--- config.mk ---
export PLATFORM = sky130hd
export DESIGN_NAME = piso_serializer
export DESIGN_NICKNAME = d
export VERILOG_FILES = /design/src/rtl/piso_serializer.sv
export SDC_FILE = /design/constraint.sdc
export NUM_CORES = 1
export LEC_CHECK = 0
export CAP_MARGIN = 20
export CORE_AREA = 2 2 39 41
export CTS_BUF_LIST = sky130_fd_sc_hd__clkbuf_4
export DETAILED_ROUTE_END_ITERATION = 8
export DIE_AREA = 0 0 41 43
export PLACE_DENSITY_LB_ADDON = 0.12
export SETUP_SLACK_MARGIN = 0.2
export SYNTH_ARGS = -nofsm -noshare
export SYNTH_HDL_FRONTEND = slang
export SYNTH_SLANG_ARGS = --single-unit
--- constraint.sdc ---
create_clock -name clk -period 3.92 [get_ports clk]
set_clock_uncertainty 0.1 [all_clocks]
set_input_delay 0.392 -clock clk [delete_from_list [all_inputs] [get_ports clk]]
set_output_delay 0.392 -clock clk [all_outputs]
set_load 0.005 [all_outputs]
--- src/rtl/piso_serializer.sv ---
// Parallel-in serial-out stage: latches a WIDTH-bit word on a valid/ready handshake and
// shifts it out one bit per clock, with an optional even-parity trailer and inter-frame gap.
module piso_serializer #(
   parameter int WIDTH      = 4,
   parameter bit MSB_FIRST  = 1'b1,
   parameter bit PARITY_EN  = 1'b0,
   parameter int GAP_CYCLES = 0
) (
   input  logic             clk,
   input  logic             rst,
   input  logic [WIDTH-1:0] in_data,
   input  logic             in_valid,
   output logic             in_ready,
   output logic             out,
   output logic             out_valid,
   output logic             out_last,
   output logic             busy
);

   localparam int CNT_W = $clog2(WIDTH);
   localparam logic [CNT_W-1:0] LAST_IDX  = CNT_W'(WIDTH - 1);
   localparam logic [CNT_W-1:0] PREV_IDX  = CNT_W'(WIDTH - 2);
   localparam logic [3:0]       GAP_LAST  = 4'(GAP_CYCLES - 1);

   typedef enum logic [1:0] {
      IDLE   = 2'd0,
      SHIFT  = 2'd1,
      PARITY = 2'd2,
      GAP    = 2'd3
   } state_t;

   state_t           state;
   logic [WIDTH-1:0] shreg;
   logic [CNT_W-1:0] bit_cnt;
   logic [3:0]       gap_cnt;
   logic             parity_bit;
   logic             accept;

   // Zero-bubble streaming: with no gap, a new word may be taken on the final bit cycle.
   assign in_ready = !rst && ((state == IDLE) || ((GAP_CYCLES == 0) && out_last));
   assign accept   = in_valid && in_ready;
   assign busy     = (state != IDLE);

   // NOTE: sequential state uses non-blocking assignments only, so every register
   // samples pre-edge values; the shift register is reset along with the control state.
   always_ff @(posedge clk or posedge rst) begin
      if (rst) begin
         state      <= IDLE;
         shreg      <= '0;
         bit_cnt    <= '0;
         gap_cnt    <= '0;
         parity_bit <= 1'b0;
         out        <= 1'b0;
         out_valid  <= 1'b0;
         out_last   <= 1'b0;
      end else if (accept) begin
         state      <= SHIFT;
         shreg      <= in_data;
         bit_cnt    <= '0;
         parity_bit <= ^in_data;
         out        <= MSB_FIRST ? in_data[WIDTH-1] : in_data[0];
         out_valid  <= 1'b1;
         out_last   <= 1'b0;
      end else begin
         case (state)
            SHIFT: begin
               if (bit_cnt != LAST_IDX) begin
                  shreg    <= MSB_FIRST ? (shreg << 1) : (shreg >> 1);
                  out      <= MSB_FIRST ? shreg[WIDTH-2] : shreg[1];
                  bit_cnt  <= bit_cnt + 1'b1;
                  out_last <= (bit_cnt == PREV_IDX) && !PARITY_EN;
               end else if (PARITY_EN) begin
                  state    <= PARITY;
                  out      <= parity_bit;
                  out_last <= 1'b1;
               end else begin
                  state     <= (GAP_CYCLES > 0) ? GAP : IDLE;
                  gap_cnt   <= '0;
                  out       <= 1'b0;
                  out_valid <= 1'b0;
                  out_last  <= 1'b0;
               end
            end
            PARITY: begin
               state     <= (GAP_CYCLES > 0) ? GAP : IDLE;
               gap_cnt   <= '0;
               out       <= 1'b0;
               out_valid <= 1'b0;
               out_last  <= 1'b0;
            end
            GAP: begin
               if (gap_cnt == GAP_LAST) begin
                  state <= IDLE;
               end else begin
                  gap_cnt <= gap_cnt + 1'b1;
               end
            end
            default: begin
               out       <= 1'b0;
               out_valid <= 1'b0;
               out_last  <= 1'b0;
            end
         endcase
      end
   end

endmodule

### After elaboration in Yosys (flattened, before gate mapping)

Cells that the tools add are included.

| word-level totals | value |
|---|---|
| register bits | 14 |
| input bits | 7 |
| output and inout port bits | 5 |
| logic and storage cells | 57 |

| cells by class | value |
|---|---|
| add/subtract/negate cells | 2 |
| equality and inequality tests | 11 |
| multiplexer cells | 22 |
| bitwise operators | 1 |
| reductions and logical operators | 14 |

Operators by type and width:

| operator | count |
|---|---|
| 2-to-1 mux 2 bit | 6 |
| one-hot mux 4 bit (3 select lines) | 1 |
| 2-to-1 mux 3 bit | 3 |
| 2-to-1 mux 4 bit | 2 |
| inequality test 2 bit (second input constant) | 4 |
| equality test 2 bit (second input constant) | 3 |
| 2-to-1 mux 1 bit | 6 |
| inequality test 3 bit (second input constant) | 2 |
| one-hot mux 1 bit (2 select lines) | 3 |
| one-hot mux 2 bit (3 select lines) | 1 |
| nonzero test 2 bit | 3 |
| adder 4 x 1 -> 4 bit (second input constant) | 1 |
| equality test 4 bit (second input constant) | 1 |
| AND reduction 2 bit | 2 |
| AND reduction 4 bit | 1 |
| nonzero test 4 bit | 1 |
| AND reduction 3 bit | 1 |
| nonzero test 3 bit | 1 |
| adder 2 x 1 -> 2 bit (second input constant) | 1 |
| equality test 2 x 1 -> 1 bit (second input constant) | 1 |
| logical AND 1 bit | 2 |
| logical NOT 2 bit | 1 |
| logical NOT 1 bit | 1 |
| logical OR 1 bit | 1 |
| NOT 1 bit | 1 |

### Longest topological paths before layout

Gate-level depths: netlist of run 1.

| depth | value |
|---|---|
| depth in word-level cells | 6 |
| mapped depth | 5 |

### Worst setup path before layout of run 1

No wires, ideal clock.

| path | value |
|---|---|
| path kind | flip-flop to flip-flop |
| start | register bit_cnt[0] |
| end | register shreg[1] |
| data arrival time | 1.381 ns |
| path slack | 2.314 ns |
| stages on the path, launching flop included | 6 |
| buffers on the path | 1 |
| clock period less this slack | 1.606 ns |
| cells stage by stage | dfrtp_1 ha_1 nor2b_4 buf_6 mux2_4 mux2_4 |

| between the ends | value |
|---|---|
| cells in the longest elaborated chain, start to end | 3 |

RTL lines:

| item | RTL line | source |
|---|---|---|
| from (decl) | 34 | `logic [CNT_W-1:0] bit_cnt;` |
| from (signal assigned) | 70 | `bit_cnt <= bit_cnt + 1'b1;` |
| inequality test 2 bit | 67 | `if (bit_cnt != LAST_IDX) begin` |
| nonzero test 2 bit (no line) | - |  |
| AND reduction 2 bit (no line) | - |  |
| to (signal assigned) | 58 | `shreg <= in_data;` |
| to (signal assigned) | 68 | `shreg <= MSB_FIRST ? (shreg << 1) : (shreg >> 1);` |
| to (decl) | 33 | `logic [WIDTH-1:0] shreg;` |

Every way passes these cells.
A chain may end at the register's enable or synchronous reset.

### Worst setup path after layout of run 1

| path | value |
|---|---|
| start | input port rst |
| end | output port in_ready |

| between the ends | value |
|---|---|
| cells in the longest elaborated chain, start to end | 2 |

RTL lines:

| item | RTL line | source |
|---|---|---|
| from (decl) | 10 | `input logic rst,` |
| logical NOT 1 bit (no line) | - |  |
| logical AND 1 bit | 40 | `assign in_ready = !rst && ((state == IDLE) \|\| ((GAP_CYCLES == 0) && out_last));` |
| to (decl) | 13 | `output logic in_ready,` |

Every way passes these cells.

==> out/metrics.yaml, run 1 <==
status:
  status: "complete, no violations"
yosys:
  synth_top_cell_by_area: "dfrtp_1"
  syn-instance-count: 36
  synth_fp_nets: 45
  synth_edf_count: 0
  async_flop_share_pct: 100.0
  synth_common_cells: "dfrtp_1 (9), inv_1 (5), mux2_4 (4), nand2_1 (3)"
  yosysUniqueCellTypes: 16
  synthTopCellsByArea: "dfrtp_1 (48%), mux2_4 (13%), ha_1 (5.4%)"
  yosysWarnings: 0
  ys_seq_area_share_pct: 48.39
  synth_ff_type: "dfrtp_1"
  yosys.area.top_type_share_pct: 48.39
  syn_area_um2: 465.4
  yosysMostFrequentCell: "dfrtp_1"
  syn-mean-instance-area_um2: 12.93
  ys_seq_elements: 9
timing:
  worst_pin_slew_ps: 444.5
  fin_crit_ps: 2367
  fmax_mhz: 422.5
  setup_ws_ps: 1553
  hold_viol: 0
  fin_setup_tns_ps: 0
  fin_crit_sh_pct: 60.38
  slew_viol_final: 0
  slew_headroom_pct: 70.33
  final-setup-viol-count: 0
  grt_setup_unrepaired: "false"
grt:
  grt_max_degree: 12
  met2_usage_pct: 19.38
  grt_use_total_pct: 13.37
  use_met1_pct: 16.27
  busiest_layer: "met2"
  grt_pass1_vias: 348
  use_met3_pct: 3.141
  gr-total-overflow: 0
  grt_pass1_wl_mm: 1.504
  antenna_found_initial: 0
worst_setup_path:
  critPathMaxStageDelay_ps: 510
  worst_setup_path_start_kind: "input pin"
  crit_fanout: 11
  required_ps: 3430
  crit_type: "in -> out"
  crit_chain: "clkdlybuf4s50_1 > inv_1 > o21a_1 > clkdlybuf4s50_1"
  cp.arrival_ps: 1880
  cp_common_cell: "clkdlybuf4s50_1"
  critPathCaptureType: "output pin"
  crit_path_top_delay_cell: "clkdlybuf4s50_1"
power:
  leakagePower_nw: 0.3115
  p_per_area_mw_per_mm2: 740.9
  peakVddDrop_mv: 0.2930
layout:
  area_delta_synth_final_pct: 31.99
  diodes: 0
  drive_gt1_share_pct: 26.00
  nets: 60
  n_fill_cell: 133
floorplanning:
  num_rows: 14
  start_util_pct: 33.63
  fp.dieH_um: 43
  io_pins: 12
  core_region_area_mm2: 0.001384
  die_area_mm2: 0.001763
  die_w_um: 41
drt:
  vias_per_cell: 4.409
  drtIter0Drc: 5
  drc: 0
  ant_nets: 0
  firstDrtPassIters: 2
  wl_per_cell_um: 12.62
  wl_um: 833
  num_vias: 291
clock_tree:
  post_cts_buffers: 0
  cts_max_path_buffers: 2
  cts-root-buf: "clkbuf_4"
  htreeDepth: 1
  clock_latency_ps: 250
  cts-resized-gates: 0
  cts.clk_slew.worst_paths_ps: 60
  hold_buffers: 0
  cts_buffers: 3
  cts_tree: "yes"
  clock_sinks: 9
run:
  maxCapViolCount: 0
placed_design:
  pre_cts_ws_ps: 1529
  dp_hpwl_um: 650.7
  io_buffers: 11
  gp_congestion: 0.6317
hold_path:
  hold_path_class: "in -> async"
[sequential cells by signal, indices dropped and copies added, names as in the netlist]
name,flops
bit_cnt,2
out,1
out_last,1
out_valid,1
shreg,3
state,1
[path summary, 6_finish.rpt]
check | startpoint | to | slack (ps) | cells after the start
max | rst | in_ready | 1550 | 4
min | rst | out$_DFF_PP0_ | 350 | 2
max reg2reg | bit_cnt[0]$_DFFE_PP0P_ | shreg[1]$_DFFE_PP0P_ | 2200 | 4
min reg2reg | out_valid$_DFFE_PP0P_ | out_valid$_DFFE_PP0P_ | 380 | 2
max in group asynchronous | rst | shreg[2]$_DFFE_PP0P_ | 3070 | 2
min in group clk | out_valid$_DFFE_PP0P_ | out_valid$_DFFE_PP0P_ | 380 | 2
[critical path: cells and delay by family]
family,cells,cell delay (ps)
buffers and inverters,3,1250
AOI/OAI and AO/OA,1,230
[cell usage in the layout (no fill, tap or decap)]
cell,count
o21ai_0,1
and3_2,1
nand2_1,3
clkdlybuf4s50_1,11
o211ai_4,1
dfrtp_1,9
a21oi_1,2
clkbuf_4,4
o21a_1,1
and2b_2,1
ha_1,2
mux2_2,1
nor2b_4,1
inv_1,5
mux2_4,4
mux2i_1,2
xnor2_1,1
[per-stage QoR]
stage	total power (W)	area (µm²)	utilization (%)	hold slack, ps	std cells
6_report	0.0004551	614.3	44.39	349.8	66
4_1_cts	0.0004633	614.3	44.39	361.0	66
3_5_place_dp	0.0003832	584.3	42.22	366.9	62
5_1_grt	0.0004925	614.3	44.39	374.4	66
3_3_place_gp	0.0003716	584.3	42.22	357.8	62
2_1_floorplan	0.0003182	465.4	-	157.6	36
[cells by family (layout without fill, tap and decap cells)]
logic type	count (synthesis)	in the layout	share of synthesized area, %
DFF	9	9	48.39
buffers and inverters	6	20	6.452
muxes	7	7	19.62
and+or+nand+nor	6	6	8.871
xor gates and xnor gates	1	1	1.882
AOI/OAI and AO/OA	5	5	9.408
adders and majority gates	2	2	5.375
[per-layer routing]
layer / share of wire [%] / vias up
met3: 4.9 / 2
met4: 0.60 / 0
met1: 43 / 137
met2: 52 / 7
met5: 0 / -
li1: - / 145
[cell type report]
| class | count | area, µm² | area share, % |
|---|---|---|---|
| inverters | 5 | 18.77 | 3.055 |
| flip-flops and latches | 9 | 225.2 | 36.66 |
| clock buffers | 4 | 30.03 | 4.888 |
| multi-input cells | 21 | 210.2 | 34.22 |
| well taps | 16 | 20.02 | 3.259 |
| repair buffers | 11 | 110.1 | 17.92 |
[where the power goes]
group / switching, W / internal [W] / total (W)
clock network: 0.0000305 / 0.0000460 / 0.0000766
logic: 0.0000844 / 0.000131 / 0.000216
registers: 0.0000290 / 0.000134 / 0.000163
total: 0.000144 / 0.000311 / 0.000455
No activity file was read; power rests on OpenSTA's default activity.
==> run 2, diff against run 1 <==
Clock period 3.92 ns to 2.3 ns, I/O delays scaled along.
==> out/metrics.yaml, run 2 (synthesized netlist as in run 1, its figures left out) <==
clock_tree:
  cts.clk_slew.worst_paths_ps: 60
  cts-resized-gates: 0
  post_cts_buffers: 0
  cts_tree: "yes"
  clock_latency_ps: 250
  cts_buffers: 3
  clock_sinks: 9
  cts-root-buf: "clkbuf_4"
  hold_buffers: 0
  htreeDepth: 1
  cts_max_path_buffers: 2
timing:
  slew_headroom_pct: 79.73
  grt_setup_unrepaired: "false"
  final-setup-viol-count: 0
  fin_crit_ps: 1826
  fin_setup_tns_ps: 0
  slew_viol_final: 0
  whs_ps: 203.9
  hold_viol: 0
  worst_pin_slew_ps: 302.6
  fmax_mhz: 547.6
  fin_crit_sh_pct: 79.40
placed_design:
  io_buffers: 11
  gp_congestion: 0.6893
  dp_hpwl_um: 656.6
  numPlacedInstances: 63
drt:
  vias_per_cell: 4.373
  wl_per_cell_um: 12.37
  drc: 0
  drtIter0Drc: 1
  wl_um: 829
  num_vias: 293
  ant_nets: 0
  firstDrtPassIters: 2
power:
  p_per_area_mw_per_mm2: 1241
  leakagePower_nw: 0.3163
  peakVddDrop_mv: 0.5431
grt:
  antenna_found_initial: 0
  grt_pass1_vias: 324
  grt_use_total_pct: 12.16
  grt_max_degree: 11
  gr-total-overflow: 0
  grt_pass1_wl_mm: 1.393
worst_setup_path:
  crit_fanout: 4
  critPathCaptureType: "output pin"
  worst_setup_path_start_kind: "flip-flop"
  required_ps: 1970
  critPathMaxStageDelay_ps: 510
  crit_chain: "inv_1 > o21a_1 > clkdlybuf4s50_1"
  crit_path_top_delay_cell: "clkdlybuf4s50_1"
  crit_type: "reg -> out"
  cp.arrival_ps: 1500
layout:
  stdcell_count: 67
  nets: 61
  multiInputGateArea_um2: 210.2
  regMostFlops: "shreg"
  layout_common_cells: "clkdlybuf4s50_1 (11), dfrtp_1 (9), inv_1 (5), mux2_4 (4), clkbuf_4 (4)"
  diodes: 0
  largest_reg_flops: 3
  register_area_um2: 225.2
  final_common_cell: "clkdlybuf4s50_1"
  n_fill_cell: 130
  drive_gt1_share_pct: 27.45
  postLayoutCoreUtil_pct: 44.94
  area_delta_synth_final_pct: 33.60
  top_regs: "shreg x3, bit_cnt x2"
run:
  maxCapViolCount: 0
floorplanning:
  fp.dieH_um: 43
  start_util_pct: 33.63
  io_pins: 12
  num_rows: 14
  die_area_mm2: 0.001763
  core_region_area_mm2: 0.001384
  die_w_um: 41
hold_path:
  hold_path_class: "in -> async"
status:
  status: "complete, no violations"
run 2: cell count changes in the layout (fill, tap and decap cells not counted):
cell,before,now
buf_4,0,1
run 2: metrics by stage:
step | power (W) | cell area [µm²] | worst slack (ps)
after CTS | 0.0007865 | 621.8 | 458.9
after floorplan | 0.0005424 | 465.4 | 693.6
final | 0.0007718 | 621.8 | 473.7
after global routing | 0.0008309 | 621.8 | 413.0
after detailed placement | 0.0006518 | 591.8 | 581.2
after global placement | 0.0006352 | 591.8 | 584.6
run 2: final timing paths:
path | startpoint | endpoint | slack [ps] | cells past startpoint
max | state[0]$_DFFE_PP0P_ | in_ready | 470 | 3
max reg2reg | bit_cnt[0]$_DFFE_PP0P_ | shreg[1]$_DFFE_PP0P_ | 610 | 4
min in group clk | out_valid$_DFFE_PP0P_ | out_valid$_DFFE_PP0P_ | 390 | 2
min reg2reg | out_valid$_DFFE_PP0P_ | out_valid$_DFFE_PP0P_ | 390 | 2
min | rst | shreg[2]$_DFFE_PP0P_ | 200 | 3
max in group asynchronous | rst | out$_DFF_PP0_ | 1750 | 3
run 2: layout make-up:
type	instances	share of cell area [%]
sequential	9	36.22
inverter	5	3.018
timing repair buffer	12	18.91
tap	16	3.219
clock buffer	4	4.829
multi-input combinational	21	33.80
run 2: where the power goes:
part | leakage [nW] | internal (W) | total (W) | switching [W]
registers | 0.115 | 0.000228 | 0.000277 | 0.0000489
clock network | 0.0184 | 0.0000784 | 0.000129 | 0.0000510
logic | 0.183 | 0.000224 | 0.000365 | 0.000141
run 2: layer usage:
| metal | vias to the layer above | wire length [µm] | GRT usage [%] | part of all wire (%) |
|---|---|---|---|---|
| met5 | - | 0 | 0 | 0 |
| met4 | 0 | 6 | 8.000 | 0.72 |
| met3 | 2 | 42 | 3.141 | 5.1 |
| met2 | 7 | 409 | 16.88 | 49 |
| met1 | 134 | 370 | 15.99 | 45 |
| li1 | 150 | - | - | - |
run 2: worst max-delay path, delay by kind of cell, from the launching register on:
family	cells	cell delay (ps)
AOI/OAI and AO/OA	1	190
DFF	1	410
buffers and inverters	2	650
==> run 3, diff against run 2 <==
Clock period 2.3 ns to 1.8 ns, I/O delays scaled along.
==> out/metrics.yaml, run 3 (synthesized netlist as in run 1, its figures left out) <==
drt:
  ant_nets: 0
  firstDrtPassIters: 1
  vias_per_cell: 4.432
  drc: 0
  drtIter0Drc: 0
  num_vias: 328
  wl_per_cell_um: 14.15
  wl_mm: 1.047
timing:
  fmax_mhz: 644.1
  hold_viol: 0
  fin_setup_tns_ps: 0
  worst_pin_slew_ps: 307.1
  slew_headroom_pct: 79.43
  slew_viol_final: 0
  fin_crit_sh_pct: 86.25
  final-setup-viol-count: 0
  fin_crit_ps: 1553
  grt_setup_unrepaired: "false"
worst_setup_path:
  crit_type: "reg -> out"
  required_ps: 1520
  crit_path_top_delay_cell: "clkdlybuf4s50_1"
  crit_fanout: 2
  critPathMaxStageDelay_ps: 490
  cp.arrival_ps: 1270
  crit_chain: "buf_4 > clkdlybuf4s50_1"
  critPathCaptureType: "output pin"
  worst_setup_path_start_kind: "flip-flop"
  worstRegToRegCells: 4
floorplanning:
  io_pins: 12
  start_util_pct: 33.63
  die_area_mm2: 0.001763
  core_region_area_mm2: 0.001384
  num_rows: 14
  die_w_um: 41
  fp.dieH_um: 43
placed_design:
  dp_hpwl_um: 682.8
  numPlacedInstances: 64
  gp_congestion: 0.6570
  io_buffers: 11
run:
  maxCapViolCount: 0
layout:
  n_fill_cell: 135
  stdcell_count: 74
  register_area_um2: 225.2
  layout_common_cells: "clkdlybuf4s50_1 (10), dfrtp_1 (9), buf_4 (8)"
  nets: 68
  regMostFlops: "shreg"
  multiInputGateArea_um2: 212.7
  largest_reg_flops: 3
  final_common_cell: "clkdlybuf4s50_1"
  diodes: 0
  top_regs: "shreg x3, bit_cnt x2"
  area_delta_synth_final_pct: 45.16
  drive_gt1_share_pct: 39.66
power:
  p_per_area_mw_per_mm2: 1659
  peakVddDrop_mv: 0.7171
  leakagePower_nw: 0.3510
grt:
  gr-total-overflow: 0
  grt_use_total_pct: 15.10
  grt_pass1_wl_mm: 1.621
  grt_pass1_vias: 376
  grt_max_degree: 11
  antenna_found_initial: 0
hold_path:
  hold_path_class: "in -> async"
clock_tree:
  cts.clk_slew.worst_paths_ps: 60
  clock_latency_ps: 260
  cts_buffers: 3
  htreeDepth: 1
  cts-root-buf: "clkbuf_4"
  cts_max_path_buffers: 2
  cts_tree: "yes"
  clock_sinks: 9
status:
  status: "complete, no violations"
run 3: cell count changes in the layout (fill, tap and decap cells not counted):
cell / before / now
ha_2: 0 / 1
ha_1: 2 / 1
dlygate4sd2_1: 0 / 1
inv_1: 5 / 4
inv_2: 0 / 1
buf_4: 1 / 8
clkdlybuf4s50_1: 11 / 10
run 3: worst max-delay path, delay by kind of cell, from the launching register on:
family | cells | cell delay (ps)
buffers and inverters | 2 | 630
flip-flops | 1 | 380
run 3: worst paths after layout:
kind	slack [ps]	endpoint	from
min in group clk	370	out$_DFF_PP0_	in_data[3]
hold / removal	160	shreg[2]$_DFFE_PP0P_	rst
hold reg to reg	380	out_valid$_DFFE_PP0P_	out_valid$_DFFE_PP0P_
setup reg to reg	260	shreg[1]$_DFFE_PP0P_	bit_cnt[1]$_DFFE_PP0P_
max in group asynchronous	1290	shreg[0]$_DFFE_PP0P_	rst
setup / recovery	250	out_last	out_last$_DFF_PP0_
run 3: metal layers:
| metal | vias up | track usage (%) | part of all wire (%) |
|---|---|---|---|
| li1 | 163 | - | - |
| met1 | 153 | 15.59 | 39 |
| met2 | 10 | 24.38 | 56 |
| met3 | 2 | 3.141 | 3.3 |
| met4 | 0 | 12.00 | 1.5 |
| met5 | - | 0 | 0 |
run 3: timing repair:
| item | CTS | global route |
|---|---|---|
| hold buffers | 0 | 0 |
| setup buffers | 4 | 2 |
| endpoints found under the setup margin | 1 | 2 |
| pin swaps | 1 | 0 |
| gates resized for setup | 2 | 0 |
run 3: where the power goes:
group          leakage [nW]  switching (W)  internal [W]
Clock                0.0184      0.0000713      0.000101
Combinational         0.218       0.000236      0.000372
Sequential            0.115      0.0000501      0.000292
run 3: layout make-up:
type | count | share of cell area, %
timing repair buffer | 19 | 25.00
tap | 16 | 2.963
sequential | 9 | 33.33
clock buffer | 4 | 4.444
multi-input combinational | 21 | 31.48
inverter | 5 | 2.778
run 3: through the flow:
stage / setup slack (ps) / util [%] / power (W) / hold WS, ps / instance area [µm²]
final: 247.4 / 48.82 / 0.001121 / 164.8 / 675.6
after CTS: 220.7 / 47.74 / 0.001094 / 152.8 / 660.6
after detailed placement: 167.3 / 43.49 / 0.0008550 / 369.8 / 601.8
after global placement: 178.1 / 43.49 / 0.0008394 / 360.9 / 601.8
after global routing: 202.0 / 48.82 / 0.001205 / 200.2 / 675.6
after floorplan: 231.9 / - / 0.0006954 / -54.43 / 467.9
